File: src/rtl/st7735_spi_sink.sv
// Panel-side ST7735 4-wire SPI receiver: oversamples the link, decodes CASET/RASET/RAMWR and
// emits one (x, y, RGB565) pixel per RAMWR pixel. Define ST7735_SINK_STATS_EN for frame stats.
module st7735_spi_sink #(
  parameter int unsigned SYNC_STAGES = 2,
  parameter int unsigned X_W         = 8,
  parameter int unsigned Y_W         = 7
) (
  input  logic           clk,
  input  logic           reset,
  input  logic           oled_cs,
  input  logic           oled_clk,
  input  logic           oled_mosi,
  input  logic           oled_dc,
  output logic           cmd_valid,
  output logic [7:0]     cmd_byte,
  output logic           pix_valid,
  output logic [X_W-1:0] pix_x,
  output logic [Y_W-1:0] pix_y,
  output logic [15:0]    pix_color
`ifdef ST7735_SINK_STATS_EN
  ,
  output logic           frame_done,
  output logic [31:0]    pix_count
`endif
);

  typedef enum logic [2:0] {StCmd, StCaset, StRaset, StRamwr, StSkip} state_e;

  logic [SYNC_STAGES-1:0] cs_sync_q, ck_sync_q, mo_sync_q, dc_sync_q;
  logic                   cs_s, ck_s, mo_s, dc_s, ck_prev_q, ck_rise;
  logic [2:0]             bitcnt_q;
  logic [7:0]             sr_q;
  logic                   dc_lat_q, byte_done_q;

  state_e state_q, state_d;
  logic [1:0]     argcnt_q, argcnt_d;
  logic [X_W-1:0] xs_q, xs_d, xe_q, xe_d, cx_q, cx_d, pix_x_q, pix_x_d;
  logic [Y_W-1:0] ys_q, ys_d, ye_q, ye_d, cy_q, cy_d, pix_y_q, pix_y_d;
  logic           phase_q, phase_d, cmd_valid_q, cmd_valid_d, pix_valid_q, pix_valid_d;
  logic [7:0]     hi_q, hi_d, cmd_byte_q, cmd_byte_d;
  logic [15:0]    pix_color_q, pix_color_d;
`ifdef ST7735_SINK_STATS_EN
  logic           frame_done_q, frame_done_d;
  logic [31:0]    pix_count_q, pix_count_d;
`endif

  assign cs_s    = cs_sync_q[SYNC_STAGES-1];
  assign ck_s    = ck_sync_q[SYNC_STAGES-1];
  assign mo_s    = mo_sync_q[SYNC_STAGES-1];
  assign dc_s    = dc_sync_q[SYNC_STAGES-1];
  assign ck_rise = ck_s & ~ck_prev_q;

  // cs resets high so no spurious shift happens right after reset release.
  always_ff @(posedge clk or posedge reset) begin
    if (reset) begin
      cs_sync_q <= '1;
      ck_sync_q <= '0;
      mo_sync_q <= '0;
      dc_sync_q <= '0;
      ck_prev_q <= 1'b0;
    end else begin
      cs_sync_q <= {cs_sync_q[SYNC_STAGES-2:0], oled_cs};
      ck_sync_q <= {ck_sync_q[SYNC_STAGES-2:0], oled_clk};
      mo_sync_q <= {mo_sync_q[SYNC_STAGES-2:0], oled_mosi};
      dc_sync_q <= {dc_sync_q[SYNC_STAGES-2:0], oled_dc};
      ck_prev_q <= ck_s;
    end
  end

  always_ff @(posedge clk or posedge reset) begin
    if (reset) begin
      bitcnt_q    <= '0;
      sr_q        <= '0;
      dc_lat_q    <= 1'b0;
      byte_done_q <= 1'b0;
    end else begin
      byte_done_q <= ~cs_s & ck_rise & (bitcnt_q == 3'd7);
      if (cs_s) begin
        bitcnt_q <= '0;
      end else if (ck_rise) begin
        sr_q     <= {sr_q[6:0], mo_s};
        bitcnt_q <= bitcnt_q + 3'd1;
        if (bitcnt_q == 3'd0) dc_lat_q <= dc_s;
      end
    end
  end

  always_ff @(posedge clk or posedge reset) begin
    if (reset) state_q <= StCmd;
    else       state_q <= state_d;
  end

  always_comb begin
    state_d = state_q;
    if (byte_done_q) begin
      if (!dc_lat_q) begin
        case (sr_q)
          8'h2A:   state_d = StCaset;
          8'h2B:   state_d = StRaset;
          8'h2C:   state_d = StRamwr;
          default: state_d = StSkip;
        endcase
      end else if ((state_q == StCaset || state_q == StRaset) && argcnt_q == 2'd3) begin
        state_d = StSkip;
      end
    end
  end

  always_comb begin
    argcnt_d    = argcnt_q;
    xs_d        = xs_q;
    xe_d        = xe_q;
    ys_d        = ys_q;
    ye_d        = ye_q;
    cx_d        = cx_q;
    cy_d        = cy_q;
    phase_d     = phase_q;
    hi_d        = hi_q;
    cmd_byte_d  = cmd_byte_q;
    pix_x_d     = pix_x_q;
    pix_y_d     = pix_y_q;
    pix_color_d = pix_color_q;
    cmd_valid_d = 1'b0;
    pix_valid_d = 1'b0;
`ifdef ST7735_SINK_STATS_EN
    frame_done_d = 1'b0;
    pix_count_d  = pix_count_q;
`endif
    if (byte_done_q) begin
      if (!dc_lat_q) begin
        cmd_valid_d = 1'b1;
        cmd_byte_d  = sr_q;
        case (sr_q)
          8'h2A, 8'h2B: argcnt_d = '0;
          8'h2C: begin
            cx_d    = xs_q;
            cy_d    = ys_q;
            phase_d = 1'b0;
          end
          default: ;
        endcase
      end else begin
        case (state_q)
          StCaset: begin
            if (argcnt_q == 2'd1) xs_d = sr_q[X_W-1:0];
            if (argcnt_q == 2'd3) xe_d = sr_q[X_W-1:0];
            argcnt_d = argcnt_q + 2'd1;
          end
          StRaset: begin
            if (argcnt_q == 2'd1) ys_d = sr_q[Y_W-1:0];
            if (argcnt_q == 2'd3) ye_d = sr_q[Y_W-1:0];
            argcnt_d = argcnt_q + 2'd1;
          end
          StRamwr: begin
            if (!phase_q) begin
              hi_d    = sr_q;
              phase_d = 1'b1;
            end else begin
              phase_d     = 1'b0;
              pix_valid_d = 1'b1;
              pix_x_d     = cx_q;
              pix_y_d     = cy_q;
              pix_color_d = {hi_q, sr_q};
`ifdef ST7735_SINK_STATS_EN
              frame_done_d = (cx_q == xe_q) && (cy_q == ye_q);
              pix_count_d  = pix_count_q + 32'd1;
`endif
              // Equality-only wrap: a degenerate window counts modulo 2^W until it hits xe/ye.
              if (cx_q == xe_q) begin
                cx_d = xs_q;
                cy_d = (cy_q == ye_q) ? ys_q : cy_q + Y_W'(1);
              end else begin
                cx_d = cx_q + X_W'(1);
              end
            end
          end
          default: ;
        endcase
      end
    end
  end

  always_ff @(posedge clk or posedge reset) begin
    if (reset) begin
      argcnt_q    <= '0;
      xs_q        <= '0;
      xe_q        <= '1;
      ys_q        <= '0;
      ye_q        <= '1;
      cx_q        <= '0;
      cy_q        <= '0;
      phase_q     <= 1'b0;
      hi_q        <= '0;
      cmd_valid_q <= 1'b0;
      cmd_byte_q  <= '0;
      pix_valid_q <= 1'b0;
      pix_x_q     <= '0;
      pix_y_q     <= '0;
      pix_color_q <= '0;
`ifdef ST7735_SINK_STATS_EN
      frame_done_q <= 1'b0;
      pix_count_q  <= '0;
`endif
    end else begin
      argcnt_q    <= argcnt_d;
      xs_q        <= xs_d;
      xe_q        <= xe_d;
      ys_q        <= ys_d;
      ye_q        <= ye_d;
      cx_q        <= cx_d;
      cy_q        <= cy_d;
      phase_q     <= phase_d;
      hi_q        <= hi_d;
      cmd_valid_q <= cmd_valid_d;
      cmd_byte_q  <= cmd_byte_d;
      pix_valid_q <= pix_valid_d;
      pix_x_q     <= pix_x_d;
      pix_y_q     <= pix_y_d;
      pix_color_q <= pix_color_d;
`ifdef ST7735_SINK_STATS_EN
      frame_done_q <= frame_done_d;
      pix_count_q  <= pix_count_d;
`endif
    end
  end

  assign cmd_valid = cmd_valid_q;
  assign cmd_byte  = cmd_byte_q;
  assign pix_valid = pix_valid_q;
  assign pix_x     = pix_x_q;
  assign pix_y     = pix_y_q;
  assign pix_color = pix_color_q;
`ifdef ST7735_SINK_STATS_EN
  assign frame_done = frame_done_q;
  assign pix_count  = pix_count_q;
`endif

endmodule

File: config.mk
export PLATFORM = sky130hd
export DESIGN_NAME = st7735_spi_sink
export DESIGN_NICKNAME = d
export VERILOG_FILES = /design/src/rtl/st7735_spi_sink.sv
export SDC_FILE = /design/constraint.sdc
export NUM_CORES = 1
export LEC_CHECK = 0
export CAP_MARGIN = 40
export CORE_MARGIN = 5
export CORE_UTILIZATION = 52
export CTS_CLUSTER_DIAMETER = 120
export DETAILED_ROUTE_END_ITERATION = 8
export PLACE_DENSITY = 0.75
export SLEW_MARGIN = 20
export SYNTH_ARGS = -nofsm -noshare
export SYNTH_HDL_FRONTEND = slang
export SYNTH_SLANG_ARGS = --single-unit
File: constraint.sdc
create_clock -name clk -period 4.4 [get_ports clk]
set_input_delay 1.1 -clock clk [delete_from_list [all_inputs] [get_ports clk]]
set_output_delay 1.1 -clock clk [all_outputs]
set_load 0.01 [all_outputs]
# Word-level counts from Yosys, hierarchy flattened
# Index checks and enable logic that the tools add are counted.
# op_classes
n_div	0
n_mux	29
n_mul	0
shift	0
n_reduce_logical	22
n_addsub	4
n_lt_le_gt_ge	0
n_eq_ne	16
bitwise_logic	7
# op_table
op	count
$mux W7	6
$mux W8	5
$reduce_and A4 Y1	7
$eq A8 B6 Y1 const B	3
$mux W3	4
$mux W1	10
$pmux W3 S3	1
$reduce_and A3 Y1	3
$add A8 B1 Y8 const B	1
$eq A8 B8 Y1	1
$ne A2 B1 Y1 const B	4
$add A7 B1 Y7 const B	1
$eq A7 B7 Y1	1
$eq A3 B2 Y1 const B	2
$mux W2	3
$reduce_and A2 Y1	3
$reduce_bool A2 Y1	3
$reduce_and A5 Y1	1
$not A1 Y1	4
$reduce_or A2 Y1	2
$add A3 B1 Y3 const B	1
$and A1 B1 Y1	3
$eq A3 B1 Y1 const B	1
$eq A3 B3 Y1 const B	1
other kinds (7)	7
# totals
elab_cells	103
out_inout_bits	41
register_bits	122
mem_bits_rw	0
rom_bits	0
latch_bits	0
inputBits	6
mem_count	0

# Depth between registers and ports, before layout
# Gate-level depths: netlist of run 1.
# logic_depth
depth_word	6
depth_mapped	8
ltp_nobuf	6

# Least setup slack after synthesis of run 1
# Ideal clock, no wire load.
# synth_path
path_kind	register -> register
start	register dc_lat_q
end	register cx_q[0]
setup_ns	0.126
path_stages_with_launch	7
required_ns	4.274
path_buffers	1
arrival_ns	1.595
path_slack_ns	2.679
path_cell_list	dfrtp_1 -> and3b_2 -> and4_1 -> buf_4 -> a21o_1 -> and2_1 -> a221o_1
# synth_between
elab_chain_cells	2
word_cells_on_any_way	5
# synth_lines
element	line	text
from (decl)	33	logic dc_lat_q, byte_done_q;
from (signal assigned)	83	if (bitcnt_q == 3'd0) dc_lat_q <= dc_s;
$ne A2 B1 Y1 (no source line) or $reduce_bool A2 Y1 (tied branches)	n/a	
$reduce_and A4 Y1 (no source line)	n/a	
to (signal assigned)	190	cx_q <= '0;
to (signal assigned)	210	cx_q <= cx_d;
to (decl)	37	logic [X_W-1:0] xs_q, xs_d, xe_q, xe_d, cx_q, cx_d, pix_x_q, pix_x_d;
# Several ways; a longest one is shown, not always the timed one.
# A chain may end at the register's enable or synchronous reset.

# Worst setup path in the final report of run 1
# layout_path
start	register pix_color_q[15] (netlist: pix_color[15])
end	output pix_color[15]
# layout_rtl
element	line	text
from (decl)	41	logic [15:0] pix_color_q, pix_color_d;
from (signal assigned)	219	pix_color_q <= pix_color_d;
to (decl)	19	output logic [15:0] pix_color
# No word-level cell between the ends.

==> results.ini, run 1 <==
[synthesis]
synth_warnings=0
syn-num-nets=419
synthCells=406
ys_types=40
syn_area_um2=5230
synthArstFlopShare_pct=100
syn_avg_cell_area_um2=12.9
synth_edf_count=0
ys_seq_area_share_pct=58.8
synth-main-ff-cell=dfrtp_1
ys_ff_latch=122

[setup_path]
worstPathCellList=clkdlybuf4s50_1
cp-start-kind=flip-flop
worstPathRequired_ns=3.30
path_class=reg -> out
r2r-start=dc_lat_q
r2r-end=cy_q[5]
cpLargestDelayFamily=buffers and inverters
cp.arrival_ns=1.46
reg2reg_depth=5
cpMaxStageDelayCell=clkdlybuf4s50_1
crit_path_max_fanout=2
max_stage_delay_ns=0.56
critPathBufInv=1
endpoint_kind=output port
reg2reg_setup_slack_ns=1.90

[final_layout]
final_util_pct=65.4
seq_area_um2=3070
final_cells=603
nFillCells=711
layout.nets=470
multi_input_area_um2=2000
area_growth_pct=22.2
final_layout_size_suffix_gt1_share_pct=30.4
final_area_um2=6390
n_antenna_cell=0

[worst_hold_path]
min_from=ck_sync_q[0]
min_to=ck_sync_q[1]
hold_path.class=reg -> reg
whs_path_depth=0

[clock_tree]
cts_made_buffers=17
cts.sinks=122
cts_resized=0
root_buffer=clkbuf_8
cts_tree=built
htree_levels=4
clk_latency_ns=0.52
holdBufCountCts=0
clk_pin_slew_ns=0.06
clockBufferDepth=2
postCtsSetupBuffers=0

[floorplanning]
die-area_um2=12200
die_h_um=110
start_util_pct=53.5
boundaryPins=47
fp-row-count=36
core_um2=9770
fp.dieW_um=110

[place]
hpwl_um=6980
place_congestion=0.832
dp.cells=570
post-place-ws_ns=1.89
place_area_um2=5810
io_buffers=46

[power_and_ir_drop]
power_leakage_nw=3.07
peakVddDrop_uv=279
p_per_area_nw_per_um2=426
finalPower_mw=2.72

[sta]
finalCritPeriodShare_pct=58.2
fmax_mhz=391
grt_setup_unrepaired=false
finalHoldViolCount=0
fin_ws_ns=1.84
tns_ns=0
setup_violations=0
relSlewSlack_pct=53.1
clock-skew-final_ns=0.00892
worst_pin_slew_ns=0.704
hold_ws_ns=0.348
slew_violations=0
fin_crit_ns=2.56

[route]
avgRoutedWirePerCell_um=18.3
drc_errors=0
vias=3341
dr.pass1.iters=4
final_antenna_net_count=0
routed_wirelength_um=11100
vias_per_cell=5.54
first_iter_violations=94

[flow_run]
cap_viol_max_count=0

[global_routing]
grt-ovfl-total=0
grt_max_degree=42
grt_pass1_wl_um=18500
antenna_found_initial=0
first_global_vias=3707
grt_use_total_pct=20.2

[outcome]
status=complete, no violations

cells in the final DEF, fill, tap and decap left out, types with 2 or more instances in the layout:
cell	instances
dfrtp_1	105
mux2_2	79
clkdlybuf4s50_1	46
nand2_1	39
xnor2_1	17
dfstp_2	17
clkbuf_16	16
inv_1	14
mux2i_1	13
nor2_1	10
o21ai_0	10
a22oi_1	8
nand3_1	7
and3_1	7
ha_1	7
a21oi_1	6
nand4_1	6
nor2b_1	5
o211ai_1	5
buf_4	5
o2bb2ai_1	4
and2_1	4
inv_8	4
inv_6	4
clkinvlp_4	3
and4_1	2
a21o_1	2
nand3b_1	2
nor3_1	2
clkinv_4	2
cell type report:
cell class                      count  area share [%]
Sequential cell                   122            48.1
Multi-Input combinational cell    247            31.2
Timing Repair Buffer               53            8.15
Clock buffer                       17            6.48
Tap cell                          133            2.60
Clock inverter                     15            2.43
Inverter                           16           0.979
cells by family (layout without fill, tap and decap cells):
| family | after synthesis | after routing | share of synthesized area [%] |
|---|---|---|---|
| multiplexers | 92 | 92 | 19.5 |
| buffers and inverters | 37 | 101 | 3.06 |
| adder cells (fa/ha/maj) | 7 | 7 | 1.67 |
| flip-flops | 122 | 122 | 58.8 |
| AND/OR/NAND/NOR | 91 | 91 | 8.95 |
| AO/OA/AOI/OAI | 39 | 39 | 5.02 |
| XOR/XNOR | 18 | 18 | 3.01 |
routing by layer:
metal	share of wire, %	GRT usage, %	routed length (um)	vias to the layer above
met2	47	32.2	5230	112
met4	3.0	9.85	330	0
met3	6.2	5.24	681	30
met1	44	25.7	4820	1678
li1	-	-	-	1521
met5	0	0	0	-
report_power, final:
group / internal, mW / leakage (nW) / switching, mW
logic: 0.0535 / 1.18 / 0.0480
clock network: 0.770 / 0.273 / 0.558
registers: 1.16 / 1.61 / 0.135
total: 1.98 / 3.07 / 0.741
worst max-delay path by stage:
stage / to / cells past startpoint / startpoint
after floorplan: argcnt_q[0] / 1 / reset
after global placement: cy_q[5] / 5 / dc_lat_q
after detailed placement: cy_q[4] / 5 / dc_lat_q
after CTS: pix_color[15] / 1 / pix_color[15]
after global routing: cx_q[6] / 5 / dc_lat_q
final: pix_color[15] / 1 / pix_color[15]
flip-flops by register name, summed over array words and instances, names as in the netlist, 3 cells and up:
register	cells
bitcnt_q	3
xe_q	8
pix_y	7
cmd_byte	8
ye_q	7
pix_x	8
ys_q	7
hi_q	8
sr_q	8
cx_q	8
xs_q	8
pix_color	16
state_q	3
cy_q	7
Yosys cell counts (all sizes together) (2+ instances only):
cell type,instances,area [um2]
dfrtp,105,2630
mux2,79,890
nand2,39,146
dfstp,17,447
xnor2,17,149
inv,16,60.1
buf,13,67.6
mux2i,13,130
nor2,11,43.8
o21ai,11,58.8
a22oi,8,60.1
clkbuf,8,32.5
a21oi,7,38.8
and3,7,43.8
ha,7,87.6
nand3,7,35.0
nand4,6,37.5
nor2b,5,31.3
o211ai,5,37.5
and2,4,25.0
o2bb2ai,4,35.0
a21o,2,15.0
and3b,2,18.8
and4,2,17.5
nand3b,2,15.0
nor3,2,10.0
(Power assumes the default switching activity.)
==> run 2, diff against run 1 <==
- clock period: 4.4 -> 2.2 ns (I/O delays scaled with it)
==> results.ini, run 2 (synthesized netlist as in run 1, its figures left out) <==
[outcome]
status=complete, no violations

[power_and_ir_drop]
seqPwrFrac_pct=44.6
peakVddDrop_uv=653
power_switching_mw=1.39
power_leakage_nw=3.11
swShare_pct=25.3
finalPower_mw=5.49
p_per_area_nw_per_um2=847
intPower_mw=4.10
clkPwrFrac_pct=48.9
combPwrFrac_pct=6.5

[floorplanning]
boundaryPins=47
fp-row-count=36
die_h_um=110
start_util_pct=53.5
core_um2=9770
die-area_um2=12200
fp.dieW_um=110

[route]
avgRoutedWirePerCell_um=17.7
final_antenna_net_count=0
first_iter_violations=182
drc_errors=0
dr.pass1.iters=5
routed_wirelength_um=10800
vias_per_cell=5.40
vias=3303

[place]
hpwl_um=7070
io_buffers=46
place_congestion=0.829
post-place-ws_ns=0.270

[setup_path]
cp.arrival_ns=1.45
cpMaxStageDelayCell=clkdlybuf4s50_1
worstPathRequired_ns=1.65
cp-start-kind=flip-flop
path_class=reg -> out
cpLargestDelayFamily=buffers and inverters
endpoint_kind=output port
critPathBufInv=1
max_stage_delay_ns=0.57
crit_path_max_fanout=2
worstPathCellList=clkdlybuf4s50_1

[flow_run]
cap_viol_max_count=0

[global_routing]
grt-ovfl-total=0
antenna_found_initial=0
grt_pass1_wl_um=18100
first_global_vias=3533
grt_max_degree=71
grt_use_total_pct=19.8

[final_layout]
area_growth_pct=24.0
final_cell_mix=dfrtp_1 (105), mux2_2 (79), clkdlybuf4s50_1 (46)
largest_reg_flops=16
seq_area_um2=3070
n_antenna_cell=0
final_layout_size_suffix_gt1_share_pct=31.5
nFillCells=724
multi_input_area_um2=2000
layout_commonest_cell=dfrtp_1
layout.nets=479

[clock_tree]
cts_resized=0
root_buffer=clkbuf_8
cts_tree=built
cts_made_buffers=17
clk_pin_slew_ns=0.06
postCtsSetupBuffers=0
clk_latency_ns=0.51
cts.sinks=122
htree_levels=4
clockBufferDepth=2
holdBufCountCts=0

[sta]
finalCritPeriodShare_pct=91.0
slew_violations=0
clock-skew-final_ns=0.00773
tns_ns=0
setup_violations=0
fin_ws_ns=0.199
fin_crit_ns=2.00
grt_setup_unrepaired=false
hold_ws_ns=0.350
fmax_mhz=500
relSlewSlack_pct=63.9
worst_pin_slew_ns=0.541
finalHoldViolCount=0

[worst_hold_path]
hold_path.class=reg -> reg

[run 2: cell count changes in the layout (fill, tap and decap cells not counted), sizes merged]
cell	change
buf	+10
inv	-3
clkinvlp	+1
bufinv	+1
[run 2: metal layers]
layer / part of all wire [%] / global-route usage (%) / vias to the layer above / wire (um)
met1: 45 / 26.6 / 1671 / 4830
li1: - / - / 1533 / -
met5: 0 / 0 / - / 0
met2: 49 / 31.9 / 86 / 5330
met3: 5.2 / 4.83 / 13 / 568
met4: 0.97 / 6.24 / 0 / 105
[run 2: area by class of cell]
cell class	instances	area share (%)
clock buffer	18	6.44
sequential	122	47.4
timing repair buffer	62	9.34
multi-input combinational	247	30.8
inverter	16	0.984
tap	133	2.57
clock inverter	14	2.49
[run 2: power by group through the flow]
stage / Combinational (mW) / Clock (mW) / Sequential, mW
after floorplan: 0.274 / 0 / 2.40
after global placement: 0.343 / 0 / 2.48
after detailed placement: 0.358 / 0 / 2.49
after CTS: 0.363 / 2.73 / 2.45
after global routing: 0.391 / 2.84 / 2.46
final: 0.356 / 2.68 / 2.45
[run 2: metrics by stage]
step	util (%)	area, um2	cells
6_report	66.3	6480	612
5_1_grt	66.3	6480	612
4_1_cts	66.3	6480	612
3_5_place_dp	60.4	5910	580
3_3_place_gp	60.4	5910	580
2_1_floorplan	-	5230	406
[run 2: path summary, 6_finish.rpt]
| kind | start | to | slack (ns) | cells past startpoint |
|---|---|---|---|---|
| worst max-delay path | pix_color[15] | pix_color[15] | 0.20 | 1 |
| worst min-delay path | mo_sync_q[0] | mo_sync_q[1] | 0.35 | 0 |
| worst max register to register | dc_lat_q | cx_q[0] | 0.24 | 7 |
| worst min register to register | mo_sync_q[0] | mo_sync_q[1] | 0.35 | 0 |
| max in group asynchronous | reset | ye_q[2] | 1.34 | 3 |
| min in group asynchronous | reset | pix_x[3] | 0.49 | 3 |
